$ cat src/rtl/pattern_gen_pkg.sv
// -----------------------------------------------------------------------------
// pattern_gen_pkg
// Shared types and defaults for the table-driven pattern generator.
//   state_t  : playback FSM states (IDLE, RUN, DONE)
//   entry_t  : table entry layout {value, hold} at the default widths
//   DEF_*    : default parameter values used by pattern_gen and tclk_div
//   cnt_bits : width of a counter that must hold the values 0..n-1
// -----------------------------------------------------------------------------
package pattern_gen_pkg;

   localparam int DEF_WIDTH    = 1;
   localparam int DEF_DEPTH    = 8;
   localparam int DEF_CNT_W    = 8;
   localparam int DEF_HALF_PER = 50;

   typedef enum logic [1:0] {
      IDLE = 2'd0,
      RUN  = 2'd1,
      DONE = 2'd2
   } state_t;

   // Default-width entry layout; pattern_gen declares the same layout at its
   // own parameter widths.
   typedef struct packed {
      logic [DEF_WIDTH-1:0] value;
      logic [DEF_CNT_W-1:0] hold;
   } entry_t;

   // Never returns 0 so a divide-by-one counter still has a legal width.
   function automatic int cnt_bits(input int n);
      return (n > 1) ? $clog2(n) : 1;
   endfunction

endpackage

$ cat src/rtl/pattern_gen_tclk_div.sv
// -----------------------------------------------------------------------------
// tclk_div
// Half-period divider producing the gated test clock.
//   i_clk   : system clock
//   i_rst   : asynchronous active-high reset
//   i_en    : count enable (synchronous)
//   i_clr   : synchronous clear, wins over i_en; forces o_tclk low, phase 0
//   o_tclk  : registered test clock, toggles every HALF_PER enabled cycles
// -----------------------------------------------------------------------------
module tclk_div
   import pattern_gen_pkg::*;
#(
   parameter int HALF_PER = DEF_HALF_PER
) (
   input  logic i_clk,
   input  logic i_rst,
   input  logic i_en,
   input  logic i_clr,
   output logic o_tclk
);

   localparam int            CW   = cnt_bits(HALF_PER);
   localparam logic [CW-1:0] TERM = CW'(HALF_PER - 1);

   logic [CW-1:0] r_cnt;
   logic          r_tclk;

   always_ff @(posedge i_clk or posedge i_rst) begin
      if (i_rst) begin
         r_cnt  <= '0;
         r_tclk <= 1'b0;
      end else if (i_clr) begin
         r_cnt  <= '0;
         r_tclk <= 1'b0;
      end else if (i_en) begin
         if (r_cnt == TERM) begin
            r_cnt  <= '0;
            r_tclk <= ~r_tclk;
         end else begin
            r_cnt  <= r_cnt + CW'(1);
         end
      end
   end

   assign o_tclk = r_tclk;

endmodule

$ cat src/rtl/pattern_gen.sv
// -----------------------------------------------------------------------------
// pattern_gen
// Replays a programmable table of (value, hold) entries on o_dout and emits a
// gated test clock while playing. Single-shot and loop playback.
//   i_clk, i_rst    : system clock, asynchronous active-high reset
//   i_wr_en         : table write strobe (accepted in every state)
//   i_wr_addr/value/hold : entry written; entry plays for hold+1 cycles
//   i_last, i_loop  : final entry index and wrap enable, captured at start
//   i_start, i_stop : begin / abort playback (stop wins when both are high)
//   o_dout          : value of the entry currently driven
//   o_tclk          : test clock, low outside RUN, period 2*HALF_PER
//   o_busy          : high while in RUN
//   o_done          : one-cycle pulse when a single-shot run completes
//   o_idx           : index of the entry currently driven
//   o_dbg_state     : current FSM state (state_t encoding)
// All control inputs are level strobes sampled on the rising clock edge;
// there is no back-pressure.
// -----------------------------------------------------------------------------
module pattern_gen
   import pattern_gen_pkg::*;
#(
   parameter int WIDTH    = DEF_WIDTH,
   parameter int DEPTH    = DEF_DEPTH,
   parameter int CNT_W    = DEF_CNT_W,
   parameter int HALF_PER = DEF_HALF_PER,
   localparam int AW      = $clog2(DEPTH)
) (
   input  logic             i_clk,
   input  logic             i_rst,
   input  logic             i_wr_en,
   input  logic [AW-1:0]    i_wr_addr,
   input  logic [WIDTH-1:0] i_wr_value,
   input  logic [CNT_W-1:0] i_wr_hold,
   input  logic [AW-1:0]    i_last,
   input  logic             i_loop,
   input  logic             i_start,
   input  logic             i_stop,
   output logic [WIDTH-1:0] o_dout,
   output logic             o_tclk,
   output logic             o_busy,
   output logic             o_done,
   output logic [AW-1:0]    o_idx,
   output logic [1:0]       o_dbg_state
);

   typedef struct packed {
      logic [WIDTH-1:0] value;
      logic [CNT_W-1:0] hold;
   } tab_entry_t;

   // Table: not reset, so a mid-run reset keeps the programmed pattern.
   tab_entry_t r_tab [DEPTH];

   state_t           r_state;
   logic [AW-1:0]    r_idx;
   logic [WIDTH-1:0] r_dout;
   logic [CNT_W-1:0] r_cnt;
   logic [AW-1:0]    r_last;
   logic             r_loop;
   logic             r_done;

   state_t           w_state_nxt;
   logic [AW-1:0]    w_idx_nxt;
   logic [WIDTH-1:0] w_dout_nxt;
   logic [CNT_W-1:0] w_cnt_nxt;
   logic [AW-1:0]    w_last_nxt;
   logic             w_loop_nxt;
   logic             w_done_nxt;
   logic [AW-1:0]    w_rd_addr;
   tab_entry_t       w_rd;
   logic             w_load;      // load entry w_rd_addr into idx/dout/cnt
   logic             w_start_acc; // start accepted: restart test-clock phase
   logic             w_tclk_en;
   logic             w_tclk_clr;

   // Single write port. The read below uses the pre-edge array contents, so
   // an entry written and loaded on the same edge plays its old value.
   always_ff @(posedge i_clk) begin
      if (i_wr_en) begin
         r_tab[i_wr_addr] <= '{value: i_wr_value, hold: i_wr_hold};
      end
   end

   assign w_rd = r_tab[w_rd_addr];

   always_ff @(posedge i_clk or posedge i_rst) begin
      if (i_rst) begin
         r_state <= IDLE;
         r_idx   <= '0;
         r_dout  <= '0;
         r_cnt   <= '0;
         r_last  <= '0;
         r_loop  <= 1'b0;
         r_done  <= 1'b0;
      end else begin
         r_state <= w_state_nxt;
         r_idx   <= w_idx_nxt;
         r_dout  <= w_dout_nxt;
         r_cnt   <= w_cnt_nxt;
         r_last  <= w_last_nxt;
         r_loop  <= w_loop_nxt;
         r_done  <= w_done_nxt;
      end
   end

   always_comb begin
      w_state_nxt = r_state;
      w_idx_nxt   = r_idx;
      w_dout_nxt  = r_dout;
      w_cnt_nxt   = r_cnt;
      w_last_nxt  = r_last;
      w_loop_nxt  = r_loop;
      w_done_nxt  = 1'b0;
      w_rd_addr   = '0;
      w_load      = 1'b0;
      w_start_acc = 1'b0;

      case (r_state)
         IDLE, DONE: begin
            if (i_stop) begin
               w_state_nxt = IDLE;
               w_dout_nxt  = '0;
               w_idx_nxt   = '0;
            end else if (i_start) begin
               w_state_nxt = RUN;
               w_last_nxt  = i_last;
               w_loop_nxt  = i_loop;
               w_rd_addr   = '0;
               w_load      = 1'b1;
               w_start_acc = 1'b1;
            end
         end
         RUN: begin
            // start is deliberately ignored here.
            if (i_stop) begin
               w_state_nxt = IDLE;
               w_dout_nxt  = '0;
               w_idx_nxt   = '0;
               w_cnt_nxt   = '0;
            end else if (r_cnt != '0) begin
               w_cnt_nxt = r_cnt - CNT_W'(1);
            end else if (r_idx != r_last) begin
               w_rd_addr = r_idx + AW'(1);
               w_load    = 1'b1;
            end else if (r_loop) begin
               // Wrap straight to entry 0: no idle cycle between passes.
               w_rd_addr = '0;
               w_load    = 1'b1;
            end else begin
               // dout and idx hold the last entry while DONE.
               w_state_nxt = DONE;
               w_done_nxt  = 1'b1;
            end
         end
         default: begin
            w_state_nxt = IDLE;
            w_dout_nxt  = '0;
            w_idx_nxt   = '0;
         end
      endcase

      if (w_load) begin
         w_idx_nxt  = w_rd_addr;
         w_dout_nxt = w_rd.value;
         w_cnt_nxt  = w_rd.hold;
      end
   end

   // The divider counts only on cycles that stay in RUN and is held clear
   // otherwise, so tclk is low outside RUN and its phase restarts on every
   // accepted start but is untouched by a loop wrap.
   assign w_tclk_en  = (r_state == RUN) && (w_state_nxt == RUN);
   assign w_tclk_clr = w_start_acc || (w_state_nxt != RUN);

   tclk_div #(
      .HALF_PER (HALF_PER)
   ) u_tclk_div (
      .i_clk  (i_clk),
      .i_rst  (i_rst),
      .i_en   (w_tclk_en),
      .i_clr  (w_tclk_clr),
      .o_tclk (o_tclk)
   );

   assign o_dout      = r_dout;
   assign o_busy      = (r_state == RUN);
   assign o_done      = r_done;
   assign o_idx       = r_idx;
   assign o_dbg_state = r_state;

endmodule
$ cat config.mk
export PLATFORM = sky130hd
export DESIGN_NAME = pattern_gen
export DESIGN_NICKNAME = d
export VERILOG_FILES = /design/src/rtl/pattern_gen_pkg.sv /design/src/rtl/pattern_gen_tclk_div.sv /design/src/rtl/pattern_gen.sv
export SDC_FILE = /design/constraint.sdc
export NUM_CORES = 1
export LEC_CHECK = 0
export CELL_PAD_IN_SITES_DETAIL_PLACEMENT = 1
export CELL_PAD_IN_SITES_GLOBAL_PLACEMENT = 1
export CORE_MARGIN = 5
export CORE_UTILIZATION = 52
export DETAILED_ROUTE_END_ITERATION = 16
export GPL_TIMING_DRIVEN = 0
export PLACE_DENSITY_LB_ADDON = 0.1
export SLEW_MARGIN = 20
export SYNTH_ARGS = -nofsm -noshare
export SYNTH_HDL_FRONTEND = slang
export SYNTH_SLANG_ARGS = --single-unit
$ cat constraint.sdc
create_clock -name i_clk -period 3.8 [get_ports i_clk]
set_input_delay 0.95 -clock i_clk [delete_from_list [all_inputs] [get_ports i_clk]]
set_output_delay 0.95 -clock i_clk [all_outputs]
set_load 0.1 [all_outputs]
==> summary.md <==
| Metric | Value |
|---|---|
| FF-to-FF End | r_cnt[5] |
| Pre-Repair DR Iteration Count | 4 |
| Crit path capture type | output port |
| Share of post-route cells with drive strength above 1 | 10.6% |
| DR vias/cell | 5.80 |
| Hold endpoint | u_tclk_div.r_cnt[0] |
| # H-tree levels | 3 |
| WL per Instance | 21.0 um |
| Worst R2R Setup Slack | 0.99 ns |
| Worst relative slew slack | 32.1% |
| Hold WC Path Type | flip-flop to flip-flop |
| Ant diodes | 0 |
| Syn Nets | 367 |
| Remaining DRCs | 0 |
| Synthesized area per cell | 12.6 um2 |
| Min Tclk post-route | 3.57 ns |
| Clock root buffer | clkbuf_8 |
| Setup Skew | 0.00538 ns |
| CTS Buf Count | 9 |
| Final non-filler cell total | 492 |
| Power, Total | 2.38 mW |
| Number of global-route vias before repair | 3064 |
| Worst path slowest cell | clkdlybuf4s50_1 |
| Cell area after synthesis | 0.00431 mm2 |
| Final WS setup | 0.227 ns |
| Worst hold slack | 0.496 ns |
| Global route total overflow | 0 |
| Max VDD drop | 0.000217 V |
| Run status | completed |
| Routed Antenna Nets | 0 |
| Area delta synth->final | 14.3% |
| Setup TNS | 0 ns |
| Final hold vios | 0 |
| Post-synthesis instance total | 341 |
| First-iteration detailed-routing DRC count | 141 |
| CP required | 2.85 ns |
| CTS tree | done |
| Setup violators final | 0 |
| Reg2reg start | r_cnt[0] |
| Post-DP HPWL | 7.46 mm |
| Cell chain of the critical path | or2b_1, clkbuf_1, inv_1, clkdlybuf4s50_1 |
| Pwr dens | 483 mW/mm2 |
| # rows | 33 |
| Slew @ Worst Pin | 1.01 ns |
| Hold depth | 1 |
| I/O pin total | 30 |
| CP startpoint kind | flip-flop |
| Pre-CTS WS | 0.329 ns |
| Worst path max stage delay | 1.15 ns |
| RSZ-0062 raised after global routing | no |
| Worst hold path startpoint | u_tclk_div.r_cnt[0] |
| Clock sinks | 98 |
| Number of enable flip-flop cells after synthesis | 72 |
| Dominant synthesized flop cell | edfxtp_1 |
| Fin crit share | 94.0% |
| Tot GR Track Use | 22.1% |
| CP Buf/Inv Count | 3 |
| Final weighted congestion in routability-driven placement | 0.833 |
| Port Buf Inserts | 29 |
| Synth Register Bits | 98 |
| Worst-path clk slew | 0.09 ns |
| Initial Utilization | 53.0% |
| Max Root-Sink Buffers | 2 |
| Core area | 0.00813 mm2 |
| Largest net degree at the start of global routing | 27 |
| First-pass GRT wire length | 16.8 mm |
| Post-CTS Setup Bufs | 0 |
| Die height | 101 um |
| Layout Nets | 408 |
| CTS Hold Bufs | 0 |
| Crit path DAT | 2.62 ns |
| Peak Freq | 280 MHz |
| Post-Route WL | 10.3 mm |
| Leak | 1.82 nW |
| Seq/Total Area, Yosys | 65.2% |
| Die area | 0.0102 mm2 |
| Max-cap check violation count | 0 |
| Dpl cells | 476 |
| Die Wd | 101 um |
| Initial antenna violation count | 0 |
| Worst skew pair latency | 0.36 ns |
| Via count | 2856 |
| Max-slew violation count | 0 |
| Synth warn | 0 |
| Synth unique cells | 56 |
| FF-to-FF path depth | 9 |
| Critical path class | flip-flop to output port |
| Top delay family on crit path | buffers and inverters |
| CP max FO | 10 |
| Ys async rst share | 26.5% |
| Post-CTS Resized | 0 |
## metrics by stage
stage	area, um2	util (%)
floorplan	4310	-
detailed placement	4750	58.4
finish	4930	60.6
CTS	4930	60.6
global route	4930	60.6
global placement	4730	58.2
## cell type report
cell class | count | area, um2
well taps | 105 | 131
flip-flops and latches | 98 | 2810
multi-input cells | 217 | 1400
inverters | 14 | 52.6
plain buffers | 12 | 56.3
fillers | 847 | 3210
repair buffers | 30 | 298
clock inverters | 6 | 50.0
clock buffers | 10 | 128
## how the worst max path moves through the flow
stage	startpoint	to	slack [ns]	cells after the start
final	o_dbg_state[0]	o_busy	0.23	4
after detailed placement	i_stop	r_cnt[4]	0.33	8
after global placement	i_stop	r_cnt[0]	0.39	8
after CTS	o_dbg_state[0]	o_busy	0.22	4
after floorplan	o_dbg_state[0]	o_busy	0.77	3
after global routing	o_dbg_state[0]	o_busy	0.03	4
## sequential cells by signal (all words and copies together), names as in the netlist, 2 cells and up
name,flops
r_tab,72
r_last,3
u_tclk_div.r_cnt,6
r_cnt,8
o_dbg_state,2
o_idx,3
## cell usage after synthesis (3+ instances only)
cell	count	share of area (%)
o21ai_0	8	0.93
mux2i_1	15	3.5
mux2_2	7	1.8
nor2_1	38	3.3
buf_1	3	0.26
inv_1	14	1.2
clkbuf_1	5	0.44
a31oi_1	3	0.44
xor2_1	3	0.61
or3_1	3	0.44
a21oi_1	14	1.6
ha_1	5	1.5
o22a_1	3	0.61
nor2b_1	3	0.44
nor3_1	11	1.3
a211o_1	4	0.81
and3_1	3	0.44
xnor2_1	5	1.0
o211ai_1	4	0.70
edfxtp_1	72	50
o22ai_1	5	0.73
nand2_1	35	3.0
nand2b_1	5	0.73
nand3_1	6	0.70
dfrtp_1	26	15
## layer usage
layer  global-route usage [%]  vias up  wire length [um]
met5                        0        -                 0
met4                     6.85        0               171
met3                     3.60       15               473
met2                     38.1       71              5270
met1                     28.5     1427              4400
li1                         -     1343                 -
## worst reg2reg max path, stage by stage, from the launching register on
cell and delay [ns]:
dfrtp_1 0.42, inv_1 0.10, ha_1 0.17, nor3b_1 0.36, nand2_1 0.28, nor4b_2 0.41
buf_2 0.35, a221oi_1 0.13, a21oi_1 0.34, o211ai_1 0.12
## logic make-up (layout without fill, tap and decap cells)
group | count (synthesis) | after routing | synth area share [%]
and+or+nand+nor | 125 | 125 | 14.6
DFF | 98 | 98 | 65.2
AOI/OAI and AO/OA | 57 | 57 | 9.23
buffers and inverters | 26 | 72 | 2.52
muxes | 22 | 22 | 5.31
xor gates and xnor gates | 8 | 8 | 1.63
adders and majority gates | 5 | 5 | 1.45
## power breakdown
group	internal, mW	switching, mW
combinational	0.179	0.282
sequential	1.23	0.0692
clock	0.245	0.375
total	1.65	0.727
## layout by cell type, fill, tap and decap left out, drive strengths merged, types with 2 or more instances in the layout
master and instances:
a211o 4, a211oi 2, a21oi 14, a221oi 2
a2bb2oi 2, a31oi 3, and3 3, buf 7
clkbuf 16, clkdlybuf4s50 29, clkinvlp 4, dfrtp 26
edfxtp 72, ha 5, inv 15, mux2 7
mux2i 15, nand2 36, nand2b 5, nand3 7
nand4 3, nor2 39, nor2b 3, nor3 12
nor3b 2, nor4 2, o211ai 4, o21ai 8
o221a 3, o22a 4, o22ai 5, or3 3
or3b 4, xnor2 5, xor2 3
Power figures use the tool's default switching activity.
